--- config.mk ---
export PLATFORM = sky130hd
export DESIGN_NAME = brightness_reduce
export DESIGN_NICKNAME = d
export VERILOG_FILES = /design/src/rtl/img_pkg.sv /design/src/rtl/sat_sub.sv /design/src/rtl/brightness_reduce.sv
export SDC_FILE = /design/constraint.sdc
export NUM_CORES = 1
export LEC_CHECK = 0
export BUFFER_PORTS_ARGS = -buffer_cell sky130_fd_sc_hd__buf_2
export CAP_MARGIN = 20
export CORE_ASPECT_RATIO = 0.8
export CORE_MARGIN = 2
export CORE_UTILIZATION = 43
export DETAILED_ROUTE_END_ITERATION = 10
export HOLD_SLACK_MARGIN = 0.05
export PLACE_DENSITY = 0.73
export SLEW_MARGIN = 0
export SYNTH_ARGS = -nofsm -noshare
export SYNTH_HDL_FRONTEND = slang
export SYNTH_HIERARCHICAL = 1
export SYNTH_SLANG_ARGS = --single-unit
--- constraint.sdc ---
create_clock -name clk -period 0.8 [get_ports clk]
set_input_delay 0.08 -clock clk [delete_from_list [all_inputs] [get_ports clk]]
set_output_delay 0.08 -clock clk [all_outputs]
set_load 0.02 [all_outputs]
--- src/rtl/img_pkg.sv ---
// Shared definitions for the grayscale point-operation blocks
// (brightness reduce/increase, threshold, invert).
package img_pkg;

  localparam int PIXEL_W = 8;

  typedef logic [PIXEL_W-1:0] pixel_t;

endpackage

--- src/rtl/sat_sub.sv ---
// Combinational saturating unsigned subtractor: y = max(a - b, 0).
module sat_sub #(
  parameter int W = 8
) (
  input  logic [W-1:0] a,
  input  logic [W-1:0] b,
  output logic [W-1:0] y
);

  logic [W:0] diff;

  // One extra bit keeps the borrow, which selects zero instead of wrapping.
  always_comb begin
    diff = {1'b0, a} - {1'b0, b};
    y    = diff[W] ? '0 : diff[W-1:0];
  end

endmodule

--- src/rtl/brightness_reduce.sv ---
// Streaming brightness reduction: subtract an offset from each valid pixel,
// saturating at zero, with a single registered output stage.
module brightness_reduce
  import img_pkg::*;
#(
  parameter int DATA_W = PIXEL_W
) (
  input  logic              clk,
  input  logic              rst,
  input  logic [DATA_W-1:0] pixel_in,
  input  logic              valid_in,
  input  logic [DATA_W-1:0] brightness_value,
  output logic [DATA_W-1:0] pixel_out,
  output logic              valid_out
);

  logic [DATA_W-1:0] sub_y;
  logic [DATA_W-1:0] pixel_out_d, pixel_out_q;
  logic              valid_out_d, valid_out_q;

  sat_sub #(.W(DATA_W)) u_sat_sub (
    .a (pixel_in),
    .b (brightness_value),
    .y (sub_y)
  );

  // Hold on idle cycles so garbage on pixel_in never reaches the output.
  always_comb begin
    pixel_out_d = valid_in ? sub_y : pixel_out_q;
    valid_out_d = valid_in;
  end

  always_ff @(posedge clk or negedge rst) begin
    if (!rst) begin
      pixel_out_q <= '0;
      valid_out_q <= 1'b0;
    end else begin
      pixel_out_q <= pixel_out_d;
      valid_out_q <= valid_out_d;
    end
  end

  assign pixel_out = pixel_out_q;
  assign valid_out = valid_out_q;

endmodule

Word level (Yosys, flattened, before mapping)
Cells that the tools add are included.
- bits in registers: 9
- logic and storage cells: 4
- output and inout bits: 9
- mux-type cells: 1
- add/subtract/negate cells: 1
- operators with widths (kind ; count):
    subtractor 8 x 8 -> 9 bit ; 1
    2-to-1 mux 8 bit ; 1

Logic depth before layout (Yosys ltp)
- word-level depth: 2
- gate-level depth with buffers: 9
- mapped depth without buffers: 9

Modules after synthesis
The synthesis kept the hierarchy.
- modules (own cells, without submodules) (module ; times used ; area an instance (sq um) ; sequential area each (sq um) ; cells each):
    sat_sub ; 1 ; 426.7 ; 0.0 ; 62
    brightness_reduce ; 1 ; 356.6 ; 225.2 ; 18

Least setup slack after synthesis
OpenSTA, ideal clock, no wires.
- kind: input -> register
- from: in pixel_in[0]
- to: reg pixel_out_q[3] (netlist: pixel_out[3])
- data arrival time: 1.475 ns
- slack: -0.800 ns
- required time: 0.675 ns
- buffers on the path: 0
- stages: 9
- library setup time: 0.125 ns
- path through: inv_1 -> ha_1 -> inv_1 -> fa_1 -> nand3_1 -> nand2_1 -> a21oi_2 -> nor3_1 -> mux2_4
- word-level cells in the longest chain between the ends: 2
- RTL lines (element ; line ; RTL):
    start: declaration ; brightness_reduce.sv:10 ; input logic [DATA_W-1:0] pixel_in,
    subtractor 8 x 8 -> 9 bit ; sat_sub.sv:14 ; diff = {1'b0, a} - {1'b0, b};
    2-to-1 mux 8 bit ; sat_sub.sv:15 ; y = diff[W] ? '0 : diff[W-1:0];
    via sub_y[3] ; brightness_reduce.sv:17 ; logic [DATA_W-1:0] sub_y;
    end signal: assignment ; brightness_reduce.sv:38 ; pixel_out_q <= pixel_out_d;
    end: declaration ; brightness_reduce.sv:18 ; logic [DATA_W-1:0] pixel_out_d, pixel_out_q;
The timed path passes the listed nets, and every way through them passes these cells.
A chain may end at the register's enable or synchronous reset.

Worst setup path after layout
- from: in pixel_in[0]
- to: reg pixel_out_q[1] (netlist: pixel_out[1])
Same word-level chain as after synthesis.

==> impl_summary.log <==
[metrics] result of the run: finished with violations
[metrics] failing checks: negative setup slack
[metrics] CTS Buf Count: 3
[metrics] leakage power: ~0.65 nW
[metrics] Post-Syn Area: 783 sq um
[metrics] Area growth syn-to-layout: 68.2%
[metrics] proportion of layout cells with a drive suffix above 1: 0.623
[metrics] share of total power consumed by net switching: 0.350
[metrics] number of hold violations in the final report: 0
[metrics] CTS tree: yes
[metrics] Total Die Area: 0.00218 sq mm
[metrics] gpl congestion: ~0.76
[metrics] sort of element at the end of the critical path: register
[metrics] initial cell density of the core: 0.468
[metrics] most used cells in the layout excluding fill and tap cells: sky130_fd_sc_hd__buf_4, sky130_fd_sc_hd__buf_2, sky130_fd_sc_hd__buf_6, sky130_fd_sc_hd__dfrtp_1
[metrics] internal power: between 0.001 and 0.0015 W
[metrics] number of pins with negative max-slew slack in the final report: 0
[metrics] CTS sink count: 9
[metrics] maximum fanout along the worst path: 7
[metrics] Post-synth EDFFs: 0
[metrics] multi-input logic area: about 630 sq um
[metrics] vias post-DR: 811
[metrics] number of library cell types mapped by synthesis: 27
[metrics] number of DRC violations after detailed routing: 0
[metrics] ANT nets after route: 0
[metrics] fin crit share: 1.72
[metrics] data arrival time of the critical path: between 1500 and 2000 ps
[metrics] Post-synth ARST share: 1.00
[metrics] Clock Power Share: 0.181
[metrics] worst path required time: between 900 and 1000 ps
[metrics] P_sw: just under 0.0007 W
[metrics] commonest non-fill, non-tap cell in the layout: sky130_fd_sc_hd__buf_4
[metrics] core area: roughly 0.0017 sq mm
[metrics] number of cell instances on the worst register-to-register path: 1
[metrics] drt first-iter violations: 21
[metrics] accumulated negative setup slack: -4810 ps
[metrics] minimum clock period after layout: about 1400 ps
[metrics] number of antenna violations at the first check in global routing: 0
[metrics] CTS H-tree lvls: 1
[metrics] unrepaired setup endpoints after global routing: true
[metrics] pin count of the biggest net entering global routing: 10
[metrics] Min-Delay Path Class: primary input to register
[metrics] die height: between 40 and 50 um
[metrics] nature of the critical path startpoint: primary input
[metrics] sequential standard cell area: 225 sq um
[metrics] Routed wire per std cell: 14.9 um
[metrics] Combinational Power Share: 0.521
[metrics] number of instances in the synthesized netlist: 80
[metrics] vias per inst: between 5 and 6
[metrics] # setup viols final: 17
[metrics] Max clock buf depth: 2
[metrics] sequential cell fraction of total power: 0.298
[metrics] final core occ: 0.786
[metrics] wire length of the first global-routing pass: 3300 um
[metrics] router iterations before antenna repair: 4
[metrics] average cell area after synthesis: slightly below 10 sq um
[metrics] Synthesized Nets: 109
[metrics] Setup Crit Path Kind: primary input to register
[metrics] via count of the first global-routing pass: between 700 and 800
[metrics] #FFs+latches synth: 9
[metrics] aggregate global routing overflow: 0
[metrics] width of the chip: between 50 and 60 um
[metrics] YS warnings: 6
[metrics] proportion of synthesized chip area in sequential cells: 0.288
[metrics] Max IR drop VDD: 0.836 mV
[metrics] root buffer cell: sky130_fd_sc_hd__clkbuf_4
[metrics] post-route setup slack: -576 ps
[metrics] insertion delay to the later sink of the worst-skew pair: around 250 ps
[metrics] detailed placement HPWL: around 1600 um
[metrics] commonest register cell after synthesis: sky130_fd_sc_hd__dfrtp_1
[metrics] IO buf count: 27
[metrics] max-cap check violation count: 0
[metrics] count of boundary I/O pins: 28
[metrics] CTS clk-pin slew, worst paths: around 60 ps
[metrics] final net count: 160
[metrics] total of fill cells in the finished design: around 120
[metrics] total inserted antenna cells: 0
[metrics] Power Density: approximately 1500 mW/mm^2
[metrics] Min-Delay Path Depth: 1
[metrics] Max Clk Rate: a little over 700 MHz
[metrics] worst clock skew: 0 ps
[metrics] number of placement rows: 13
[metrics] total chip power: just under 0.002 W
[metrics] Relative slew margins: 0.784
[metrics] smallest hold slack: 106 ps
[metrics] slew at the pin closest to its max-slew limit: between 300 and 400 ps
[metrics] total length of routed wires: 2270 um
[metrics] GRT Util Overall: 0.201
[power groups by stage]
stage	sequential (W)	clock, W	combinational, W
global route	0.000590	0.000392	0.00109
detailed placement	0.000573	0	0.000789
finish	0.000584	0.000354	0.00102
floorplan	0.000656	0	0.000410
global placement	0.000567	0	0.000766
CTS	0.000582	0.000359	0.000939
[cells in the mapped netlist, types with 2 or more instances]
library cell,instances,area [sq um]
sky130_fd_sc_hd__a211oi_1,2,15.0
sky130_fd_sc_hd__a21oi_1,6,30.0
sky130_fd_sc_hd__dfrtp_1,9,225
sky130_fd_sc_hd__ha_1,9,113
sky130_fd_sc_hd__inv_1,10,37.5
sky130_fd_sc_hd__mux2_4,8,120
sky130_fd_sc_hd__nand2_1,3,11.3
sky130_fd_sc_hd__nand2b_1,2,12.5
sky130_fd_sc_hd__nand3_1,2,10.0
sky130_fd_sc_hd__nor2_1,6,22.5
sky130_fd_sc_hd__nor2b_1,2,12.5
sky130_fd_sc_hd__nor3_1,5,25.0
sky130_fd_sc_hd__xnor2_1,2,17.5
[metrics by stage]
step / instance area [sq um] / worst slack, ps / instances
6_report: 1320 / -576 / 152
5_1_grt: 1320 / -614 / 152
4_1_cts: 1250 / -525 / 149
3_5_place_dp: 1080 / -918 / 142
3_3_place_gp: 1080 / -874 / 142
2_1_floorplan: 826 / -642 / 80
[registers in the layout, indices dropped and copies added (netlist names)]
register,cells
valid_out,1
pixel_out,8
[critical path, cell delays in order]
cell                      delay, ps
sky130_fd_sc_hd__buf_8          110
sky130_fd_sc_hd__inv_12          40
sky130_fd_sc_hd__ha_4           110
sky130_fd_sc_hd__inv_2           30
sky130_fd_sc_hd__fa_2           340
sky130_fd_sc_hd__nand3_2        100
sky130_fd_sc_hd__nand2_2         80
sky130_fd_sc_hd__a21oi_4        230
sky130_fd_sc_hd__nor2b_1        110
sky130_fd_sc_hd__mux2_4         270
[final timing paths]
check	start	endpoint	slack [ps]
hold reg to reg	pixel_out[2]	pixel_out[2]	530
max in group asynchronous	rst	pixel_out[3]	420
hold / removal	valid_in	valid_out	110
min in group asynchronous	rst	pixel_out[7]	190
setup / recovery	pixel_in[0]	pixel_out[1]	-580
setup reg to reg	pixel_out[1]	pixel_out[1]	-20
[logic make-up after synthesis]
kind of cell / after synthesis / share of synthesized area
AND/OR/NAND/NOR: 22 / 0.141
XOR/XNOR: 2 / 0.0224
flip-flops: 9 / 0.288
multiplexers: 9 / 0.166
adder cells (fa/ha/maj): 10 / 0.169
AO/OA/AOI/OAI: 17 / 0.152
buffers and inverters: 11 / 0.0623
[layer usage]
metal | track usage | vias up | wire length [um]
li1 | - | 384 | -
met1 | 0.239 | 395 | 938
met2 | 0.351 | 30 | 1190
met3 | 0.0393 | 2 | 119
met4 | 0.0789 | 0 | 14
met5 | 0 | - | 0
[area by class of cell]
type                       instances  area share
clock buffer                       4      0.0199
inverter                          10      0.0380
multi-input combinational         60       0.479
sequential                         9       0.171
tap                               22      0.0209
timing repair buffer              47       0.272
[timing repair]
action                                  CTS  global route
resized for setup                        29             8
hold endpoints to repair                  9             0
pin swaps                                 9             4
endpoints found under the setup margin   17            17
hold buffers                              1             0
setup buffers                             2             3
cloned                                    0             0
Power figures use the tool's default switching activity.
